$ cat src/rtl/encoder_position_tracker_pkg.sv
// Shared types and defaults for the encoder position tracker slice.
// Optional stall detection is enabled by defining TRACKER_STALL_DET_EN.
package encoder_pkg;

    localparam int POS_W_DEFAULT      = 16;
    localparam int VEL_W_DEFAULT      = 12;
    localparam int VEL_WINDOW_DEFAULT = 50000;

    typedef logic signed [POS_W_DEFAULT-1:0] pos_t;
    typedef logic signed [VEL_W_DEFAULT-1:0] vel_t;

    localparam pos_t LIM_MIN_DEFAULT = -16'sd30000;
    localparam pos_t LIM_MAX_DEFAULT = 16'sd30000;

    // Encoded as {ccw, cw} so the decode is a plain cast.
    typedef enum logic [1:0] {
        STEP_NONE = 2'b00,
        STEP_UP   = 2'b01,
        STEP_DOWN = 2'b10,
        STEP_BOTH = 2'b11
    } step_e;

    function automatic step_e decode_step(input logic cw, input logic ccw);
        return step_e'({ccw, cw});
    endfunction

endpackage

$ cat src/rtl/encoder_position_tracker_if.sv
// Bus between the controller/status side and the position tracker.
// Stall signals exist only when TRACKER_STALL_DET_EN is defined.
interface encoder_position_tracker_if #(
    parameter int POS_W = 16,
    parameter int VEL_W = 12
);
    logic                    cw;
    logic                    ccw;
    logic                    zero_req;
    logic                    preset_en;
    logic signed [POS_W-1:0] preset_val;
    logic                    err_clr;
    logic signed [POS_W-1:0] pos;
    logic signed [VEL_W-1:0] vel;
    logic                    vel_valid;
    logic                    at_min;
    logic                    at_max;
    logic                    err;
`ifdef TRACKER_STALL_DET_EN
    logic                    motion_cmd;
    logic                    stall;
`endif

    modport master (
        output cw, ccw, zero_req, preset_en, preset_val, err_clr,
        input  pos, vel, vel_valid, at_min, at_max, err
`ifdef TRACKER_STALL_DET_EN
        , output motion_cmd
        , input  stall
`endif
    );

    modport slave (
        input  cw, ccw, zero_req, preset_en, preset_val, err_clr,
        output pos, vel, vel_valid, at_min, at_max, err
`ifdef TRACKER_STALL_DET_EN
        , input  motion_cmd
        , output stall
`endif
    );

endinterface

$ cat src/rtl/encoder_position_tracker_vel_window.sv
// Windowed velocity estimator: counts signed steps over a fixed window of
// clock cycles and publishes the total with a one-cycle valid pulse.
module encoder_vel_window
    import encoder_pkg::*;
#(
    parameter int VEL_W      = VEL_W_DEFAULT,
    parameter int VEL_WINDOW = VEL_WINDOW_DEFAULT
) (
    input  logic                    clk,
    input  logic                    rst_n,
    input  logic                    cw,
    input  logic                    ccw,
    output logic signed [VEL_W-1:0] vel,
    output logic                    vel_valid
);

    localparam int CNT_W = (VEL_WINDOW > 2) ? $clog2(VEL_WINDOW) : 1;
    localparam logic [CNT_W-1:0]        WIN_LAST  = CNT_W'(VEL_WINDOW - 1);
    localparam logic [CNT_W-1:0]        CNT_ONE   = CNT_W'(1);
    localparam logic signed [VEL_W-1:0] DELTA_ONE = VEL_W'(1);
    localparam logic signed [VEL_W-1:0] DELTA_MAX = {1'b0, {(VEL_W-1){1'b1}}};
    localparam logic signed [VEL_W-1:0] DELTA_MIN = -DELTA_MAX;

    logic [CNT_W-1:0]        win_cnt_r;
    logic signed [VEL_W-1:0] delta_r;
    logic signed [VEL_W-1:0] delta_next_s;
    logic signed [VEL_W-1:0] vel_r;
    logic                    vel_valid_r;
    step_e                   step_s;

    assign step_s = decode_step(cw, ccw);

    // Saturating step accumulation; limit-blocked steps still count here.
    always_comb begin
        delta_next_s = delta_r;
        case (step_s)
            STEP_UP: begin
                if (delta_r != DELTA_MAX) begin
                    delta_next_s = delta_r + DELTA_ONE;
                end else begin
                    delta_next_s = delta_r;
                end
            end
            STEP_DOWN: begin
                if (delta_r != DELTA_MIN) begin
                    delta_next_s = delta_r - DELTA_ONE;
                end else begin
                    delta_next_s = delta_r;
                end
            end
            default: delta_next_s = delta_r;
        endcase
    end

    // Window counter and publish: the boundary cycle's own step is included.
    always_ff @(posedge clk or negedge rst_n) begin
        if (!rst_n) begin
            win_cnt_r   <= {CNT_W{1'b0}};
            delta_r     <= {VEL_W{1'b0}};
            vel_r       <= {VEL_W{1'b0}};
            vel_valid_r <= 1'b0;
        end else if (win_cnt_r == WIN_LAST) begin
            win_cnt_r   <= {CNT_W{1'b0}};
            delta_r     <= {VEL_W{1'b0}};
            vel_r       <= delta_next_s;
            vel_valid_r <= 1'b1;
        end else begin
            win_cnt_r   <= win_cnt_r + CNT_ONE;
            delta_r     <= delta_next_s;
            vel_valid_r <= 1'b0;
        end
    end

    assign vel       = vel_r;
    assign vel_valid = vel_valid_r;

endmodule

$ cat src/rtl/encoder_position_tracker.sv
// Joint position tracker: saturating signed position with zero/preset,
// sticky double-step error and windowed velocity.
// Optional stall detector enabled by defining TRACKER_STALL_DET_EN.
module encoder_position_tracker
    import encoder_pkg::*;
#(
    parameter int                      POS_W      = POS_W_DEFAULT,
    parameter int                      VEL_W      = VEL_W_DEFAULT,
    parameter int                      VEL_WINDOW = VEL_WINDOW_DEFAULT,
    parameter logic signed [POS_W-1:0] LIM_MIN    = LIM_MIN_DEFAULT,
    parameter logic signed [POS_W-1:0] LIM_MAX    = LIM_MAX_DEFAULT
`ifdef TRACKER_STALL_DET_EN
    , parameter int                    STALL_CYCLES = 1000000
`endif
) (
    input logic                      clk,
    input logic                      rst_n,
    encoder_position_tracker_if.slave bus
);

    localparam logic signed [POS_W:0] MIN_EXT = {LIM_MIN[POS_W-1], LIM_MIN};
    localparam logic signed [POS_W:0] MAX_EXT = {LIM_MAX[POS_W-1], LIM_MAX};
    localparam logic signed [POS_W:0] ONE_EXT = (POS_W+1)'(1);

    logic signed [POS_W-1:0] pos_r;
    logic signed [POS_W-1:0] pos_next_s;
    logic signed [POS_W:0]   pos_ext_s;
    logic signed [POS_W:0]   preset_ext_s;
    logic                    err_r;
    step_e                   step_s;

    // Keeps arithmetic one bit wider than pos so clamping never sees a wrap.
    function automatic logic signed [POS_W-1:0] clamp_pos(input logic signed [POS_W:0] v);
        logic signed [POS_W-1:0] r;
        if (v < MIN_EXT) begin
            r = LIM_MIN;
        end else if (v > MAX_EXT) begin
            r = LIM_MAX;
        end else begin
            r = v[POS_W-1:0];
        end
        return r;
    endfunction

    assign step_s       = decode_step(bus.cw, bus.ccw);
    assign pos_ext_s    = {pos_r[POS_W-1], pos_r};
    assign preset_ext_s = {bus.preset_val[POS_W-1], bus.preset_val};

    // Next position: zero beats preset beats step; everything but zero is clamped.
    always_comb begin
        pos_next_s = pos_r;
        if (bus.zero_req) begin
            pos_next_s = {POS_W{1'b0}};
        end else if (bus.preset_en) begin
            pos_next_s = clamp_pos(preset_ext_s);
        end else begin
            case (step_s)
                STEP_UP:   pos_next_s = clamp_pos(pos_ext_s + ONE_EXT);
                STEP_DOWN: pos_next_s = clamp_pos(pos_ext_s - ONE_EXT);
                default:   pos_next_s = pos_r;
            endcase
        end
    end

    // Position register and sticky error; a new double step beats err_clr.
    always_ff @(posedge clk or negedge rst_n) begin
        if (!rst_n) begin
            pos_r <= {POS_W{1'b0}};
            err_r <= 1'b0;
        end else begin
            pos_r <= pos_next_s;
            if (step_s == STEP_BOTH) begin
                err_r <= 1'b1;
            end else if (bus.err_clr) begin
                err_r <= 1'b0;
            end else begin
                err_r <= err_r;
            end
        end
    end

    encoder_vel_window #(
        .VEL_W      (VEL_W),
        .VEL_WINDOW (VEL_WINDOW)
    ) u_vel_window (
        .clk       (clk),
        .rst_n     (rst_n),
        .cw        (bus.cw),
        .ccw       (bus.ccw),
        .vel       (bus.vel),
        .vel_valid (bus.vel_valid)
    );

    assign bus.pos    = pos_r;
    assign bus.err    = err_r;
    assign bus.at_min = (pos_r == LIM_MIN);
    assign bus.at_max = (pos_r == LIM_MAX);

`ifdef TRACKER_STALL_DET_EN
    localparam int SC_W = $clog2(STALL_CYCLES + 1);
    localparam logic [SC_W-1:0] STALL_LAST = SC_W'(STALL_CYCLES);
    localparam logic [SC_W-1:0] SC_ONE     = SC_W'(1);

    logic [SC_W-1:0] stall_cnt_r;
    logic [SC_W-1:0] stall_cnt_next_s;
    logic            stall_r;

    // Stall counter: runs while motion is commanded without steps, saturating.
    always_comb begin
        stall_cnt_next_s = stall_cnt_r;
        if (!bus.motion_cmd || bus.cw || bus.ccw) begin
            stall_cnt_next_s = {SC_W{1'b0}};
        end else if (stall_cnt_r != STALL_LAST) begin
            stall_cnt_next_s = stall_cnt_r + SC_ONE;
        end else begin
            stall_cnt_next_s = stall_cnt_r;
        end
    end

    // Stall flag sets on reaching the threshold, sticky until clear or motion drop.
    always_ff @(posedge clk or negedge rst_n) begin
        if (!rst_n) begin
            stall_cnt_r <= {SC_W{1'b0}};
            stall_r     <= 1'b0;
        end else begin
            stall_cnt_r <= stall_cnt_next_s;
            if (!bus.motion_cmd) begin
                stall_r <= 1'b0;
            end else if ((stall_cnt_next_s == STALL_LAST) && (stall_cnt_r != STALL_LAST)) begin
                stall_r <= 1'b1;
            end else if (bus.err_clr) begin
                stall_r <= 1'b0;
            end else begin
                stall_r <= stall_r;
            end
        end
    end

    assign bus.stall = stall_r;
`endif

endmodule

$ cat src/flat_wrapper.sv
// flat-port wrapper written by rule: the top's interface ports become plain ports
module encoder_position_tracker_flat import encoder_pkg::*;
#(
    parameter int                      POS_W      = POS_W_DEFAULT,
    parameter int                      VEL_W      = VEL_W_DEFAULT,
    parameter int                      VEL_WINDOW = VEL_WINDOW_DEFAULT,
    parameter logic signed [POS_W-1:0] LIM_MIN    = LIM_MIN_DEFAULT,
    parameter logic signed [POS_W-1:0] LIM_MAX    = LIM_MAX_DEFAULT

)
  (clk, rst_n, bus_cw, bus_ccw, bus_zero_req, bus_preset_en, bus_preset_val, bus_err_clr, bus_pos, bus_vel, bus_vel_valid, bus_at_min, bus_at_max, bus_err);
  encoder_position_tracker_if #(.POS_W(POS_W), .VEL_W(VEL_W)) bus_i ();
  input logic clk;
  input logic rst_n;
  input wire logic [$bits(bus_i.cw)-1:0] bus_cw;
  input wire logic [$bits(bus_i.ccw)-1:0] bus_ccw;
  input wire logic [$bits(bus_i.zero_req)-1:0] bus_zero_req;
  input wire logic [$bits(bus_i.preset_en)-1:0] bus_preset_en;
  input wire logic [$bits(bus_i.preset_val)-1:0] bus_preset_val;
  input wire logic [$bits(bus_i.err_clr)-1:0] bus_err_clr;
  output wire logic [$bits(bus_i.pos)-1:0] bus_pos;
  output wire logic [$bits(bus_i.vel)-1:0] bus_vel;
  output wire logic [$bits(bus_i.vel_valid)-1:0] bus_vel_valid;
  output wire logic [$bits(bus_i.at_min)-1:0] bus_at_min;
  output wire logic [$bits(bus_i.at_max)-1:0] bus_at_max;
  output wire logic [$bits(bus_i.err)-1:0] bus_err;
  assign bus_i.cw = bus_cw;
  assign bus_i.ccw = bus_ccw;
  assign bus_i.zero_req = bus_zero_req;
  assign bus_i.preset_en = bus_preset_en;
  assign bus_i.preset_val = bus_preset_val;
  assign bus_i.err_clr = bus_err_clr;
  assign bus_pos = bus_i.pos;
  assign bus_vel = bus_i.vel;
  assign bus_vel_valid = bus_i.vel_valid;
  assign bus_at_min = bus_i.at_min;
  assign bus_at_max = bus_i.at_max;
  assign bus_err = bus_i.err;
  encoder_position_tracker #(.POS_W(POS_W), .VEL_W(VEL_W), .VEL_WINDOW(VEL_WINDOW), .LIM_MIN(LIM_MIN), .LIM_MAX(LIM_MAX)) u_core (.clk(clk), .rst_n(rst_n), .bus(bus_i));
endmodule
$ cat config.mk
export PLATFORM = sky130hd
export DESIGN_NAME = encoder_position_tracker_flat
export DESIGN_NICKNAME = d
export VERILOG_FILES = /design/src/rtl/encoder_position_tracker_pkg.sv /design/src/rtl/encoder_position_tracker_if.sv /design/src/rtl/encoder_position_tracker_vel_window.sv /design/src/rtl/encoder_position_tracker.sv /design/src/flat_wrapper.sv
export SDC_FILE = /design/constraint.sdc
export NUM_CORES = 1
export LEC_CHECK = 0
export BUFFER_PORTS_ARGS = -buffer_cell sky130_fd_sc_hd__buf_2
export CAP_MARGIN = 10
export CORE_ASPECT_RATIO = 0.6
export CORE_MARGIN = 2
export CORE_UTILIZATION = 49
export CTS_BUF_LIST = sky130_fd_sc_hd__clkbuf_16
export DETAILED_ROUTE_END_ITERATION = 8
export GPL_TIMING_DRIVEN = 0
export PLACE_DENSITY = 0.68
export SYNTH_ARGS = -nofsm -noshare
export SYNTH_HDL_FRONTEND = slang
export SYNTH_SLANG_ARGS = --single-unit
$ cat constraint.sdc
create_clock -name clk -period 4 [get_ports clk]
set_clock_uncertainty 0.2 [all_clocks]
set_input_delay 0.4 -clock clk [delete_from_list [all_inputs] [get_ports clk]]
set_output_delay 0.4 -clock clk [all_outputs]
set_load 0.02 [all_outputs]
==> results.cfg <==
[status]
run_status = completed

[grt]
grt_max_degree = 41
global_route.usage.met1_pct = 50.7
grt_use_met3_pct = 9.36
vias_in_the_first_global_route = 5030
initial_antenna_violation_count = 0
grt-ovfl-total = 0
globalRouteTotalUtil_pct = 31.2
grt_use_met2_pct = 39.8
grt_pass1_wl_mm = 27.7
globalRoute.busiestLayer = met1

[floorplanning]
core_mm2 = 0.0105
std_cell_rows = 29
die-height_um = 84.2
initial_utilization_pct = 50.0
die_w_um = 138
fp.dieArea_mm2 = 0.0116
pin_count = 55

[placed_design]
gpl.final_weighted_congestion = 1.01
hpwlAfterDp_mm = 13.6
total_instance_count_after_detailed_placement = 882
port_bufs = 53

[setup_path]
worst_setup_path_start_kind = flop
data_required_time_at_the_worst_endpoint_ns = 4.01
timing.critical_path.fanout_max = 10
cp.arrival_ns = 3.89
cp-end-kind = flop
timing.setup.critical_path_class = flop to flop

[layout]
antenna-diode-count = 0
layout.filler_cells = 990
post_route_cells_drive_above_1_share_pct = 17.3
fin_util_pct = 58.3
synthToLayoutAreaGrowth_pct = 16.7
final_cell_count_no_fill = 903
register_area_mm2 = 0.00145
multi_input_area_mm2 = 0.00351
fin_nets = 794

[yosys]
async_reset_ff_share_pct = 100
post_synth.cell_area_avg_um2 = 7.63
synth_simple_gate_area_share_pct = 32.3
syn-cell-area_mm2 = 0.00526
synth.net_count = 724
netlist-cell-type-count = 84
synth_largest_type_area_fraction_pct = 27.6
yosys.area_share.adder_pct = 2.86
post_synth_main_area_contributors = sky130_fd_sc_hd__dfrtp_1 28%, sky130_fd_sc_hd__nor2_1 6.4%, sky130_fd_sc_hd__a21oi_1 4.8%
ys_top_cells_by_count = 90 x sky130_fd_sc_hd__nor2_1, 66 x sky130_fd_sc_hd__nand2_1, 58 x sky130_fd_sc_hd__dfrtp_1
netlist_instances = 689
synth-xor-area-share_pct = 5.83
combinational_family_with_the_most_area_after_synthesis = simple AND/OR/NAND/NOR gates
synth.largest_area_cell = sky130_fd_sc_hd__dfrtp_1
synth-compound-area-share_pct = 24.2
dominantRegCellSynth = sky130_fd_sc_hd__dfrtp_1
post_synth_mux_area_share_pct = 1.02
synth_edf_count = 0
seq_area_frac_synth_pct = 27.6
synth-seq-cells = 58
post-synth-top-count-cell = sky130_fd_sc_hd__nor2_1
synth-warning-count = 0

[clock_tree]
path_clk_slew_ns = 0.06
number_of_sinks_handled_by_clock_tree_synthesis = 58
cts-buffers-inserted = 9
clock_tree_from_tritoncts = done
max-clock-path-buffers = 2
clockRootBuffer = sky130_fd_sc_hd__clkbuf_16
ctsHtreeMaxLevel = 3
insertion_delay_ns = 0.34

[route]
detail_route.vias_per_cell = 6.43
route.vias.total = 5805
drt-pass1-iter-count = 5
detail_route.wl_per_cell_um = 19.9
drc = 0
detail_route.iter0.violations = 880
detail-route-antenna-nets = 0
routed_wl_mm = 18.0

[sta]
setup_viol = 0
min_cycle_time_layout_ns = 3.88
final.setup.tns_ns = 0
unrepaired_setup_endpoints_after_global_routing = no
fmax_mhz = 257
layout_worst_path_cycle_share_pct = 97.1
max-slew-margin-rel_pct = 26.5
max_slew.worst_pin.slew_ns = 1.10
report.final.hold_viol_count = 0
final_max_slew_viol_count = 0

[pwr]
power_mw = 2.66
power.density_mw_per_mm2 = 434
leakage_nw = 2.56
vdd.ir_drop.worst_uv = 209

[worst_hold_path]
worst_hold_path_type = input port to flop

[job]
max_cap_violations = 0
==> layout by cell type (no fill, tap or decap), types with 13 or more instances in the layout <==
master and count:
sky130_fd_sc_hd__a21oi_1 50, sky130_fd_sc_hd__and3_1 13, sky130_fd_sc_hd__buf_2 61, sky130_fd_sc_hd__clkbuf_1 26, sky130_fd_sc_hd__dfrtp_1 58, sky130_fd_sc_hd__inv_1 24
sky130_fd_sc_hd__nand2_1 66, sky130_fd_sc_hd__nand3_1 30, sky130_fd_sc_hd__nor2_1 89, sky130_fd_sc_hd__nor3_1 27, sky130_fd_sc_hd__nor4_1 14, sky130_fd_sc_hd__o21ai_0 37
sky130_fd_sc_hd__xnor2_1 19, sky130_fd_sc_hd__xor2_1 16
==> worst max-delay path, stage by stage, from the launching register on <==
cell                        delay, ns
sky130_fd_sc_hd__dfrtp_1         0.47
sky130_fd_sc_hd__buf_2           0.23
sky130_fd_sc_hd__nor2_1          0.59
sky130_fd_sc_hd__nand2_1         0.34
sky130_fd_sc_hd__nor4_1          0.82
sky130_fd_sc_hd__a2111oi_4       0.12
sky130_fd_sc_hd__a31oi_4         0.31
sky130_fd_sc_hd__a21boi_4        0.15
sky130_fd_sc_hd__and2_4          0.22
sky130_fd_sc_hd__a32oi_1         0.16
sky130_fd_sc_hd__o211ai_1        0.12
==> layout make-up <==
| type | instances | share of cell area [%] |
|---|---|---|
| Buffer | 46 | 3.71 |
| Clock buffer | 9 | 3.67 |
| Clock inverter | 7 | 2.04 |
| Inverter | 26 | 1.59 |
| Multi-Input combinational cell | 559 | 57.2 |
| Sequential cell | 58 | 23.6 |
| Tap cell | 139 | 2.83 |
| Timing Repair Buffer | 59 | 5.30 |
==> sequential cells by signal, summed over array words and instances (netlist names) <==
signal,flops
u_core.bus.err,1
u_core.u_vel_window.delta_r,12
u_core.bus.pos,16
u_core.u_vel_window.vel,12
u_core.u_vel_window.vel_valid,1
u_core.u_vel_window.win_cnt_r,16
==> metrics by stage <==
| stage | cell area, um2 | hold WS (ns) | setup WS (ns) |
|---|---|---|---|
| detailed placement | 5720 | 0.199 | 0.0673 |
| global placement | 5700 | 0.245 | 0.128 |
| finish | 6140 | 0.124 | 0.116 |
| CTS | 6080 | 0.123 | 0.0387 |
| floorplan | 5260 | -0.0956 | 0.569 |
| global route | 6140 | 0.142 | 0.0299 |
==> power breakdown <==
part / total [mW] / internal, mW / switching [mW]
Combinational: 1.02 / 0.351 / 0.664
Clock: 0.941 / 0.614 / 0.327
Sequential: 0.708 / 0.644 / 0.0644
Total: 2.66 / 1.61 / 1.06
==> layer usage <==
metal	up-vias	share of wire, %
met3	27	13
met1	2755	48
met2	370	38
li1	2653	-
met4	0	1.1
met5	-	0
==> what timing repair did <==
item / 4_1_cts / 5_1_grt
buffers inserted: 0 / 4
resized for setup: 0 / 5
hold endpoints to repair: 18 / 0
endpoints found under the setup margin: 0 / 12
hold buffers: 1 / 0
==> kinds of logic (layout without fill, tap and decap cells) <==
group           Yosys count  count (layout)
xor+xnor                 35              35
flops                    58              58
fa+ha+maj                12              12
buf+inv                  72             147
simple gates            321             321
mux                       5               5
compound gates          186             186
==> final timing paths <==
path	start	to	slack, ns	cells past startpoint
max in group asynchronous	rst_n	u_core.bus.pos[15]$_DFFE_PN0P_	2.65	3
worst max-delay path	u_core.bus.pos[0]$_DFFE_PN0P_	u_core.bus.pos[2]$_DFFE_PN0P_	0.12	10
min in group asynchronous	rst_n	u_core.u_vel_window.vel[2]$_DFFE_PN0P_	0.37	2
worst max register to register	u_core.bus.pos[0]$_DFFE_PN0P_	u_core.bus.pos[2]$_DFFE_PN0P_	0.12	10
worst min-delay path	bus_err_clr	u_core.bus.err$_DFFE_PN0P_	0.12	3
worst min register to register	u_core.u_vel_window.win_cnt_r[0]$_DFF_PN0_	u_core.u_vel_window.win_cnt_r[0]$_DFF_PN0_	0.26	1
Power figures use the tool's default switching activity.
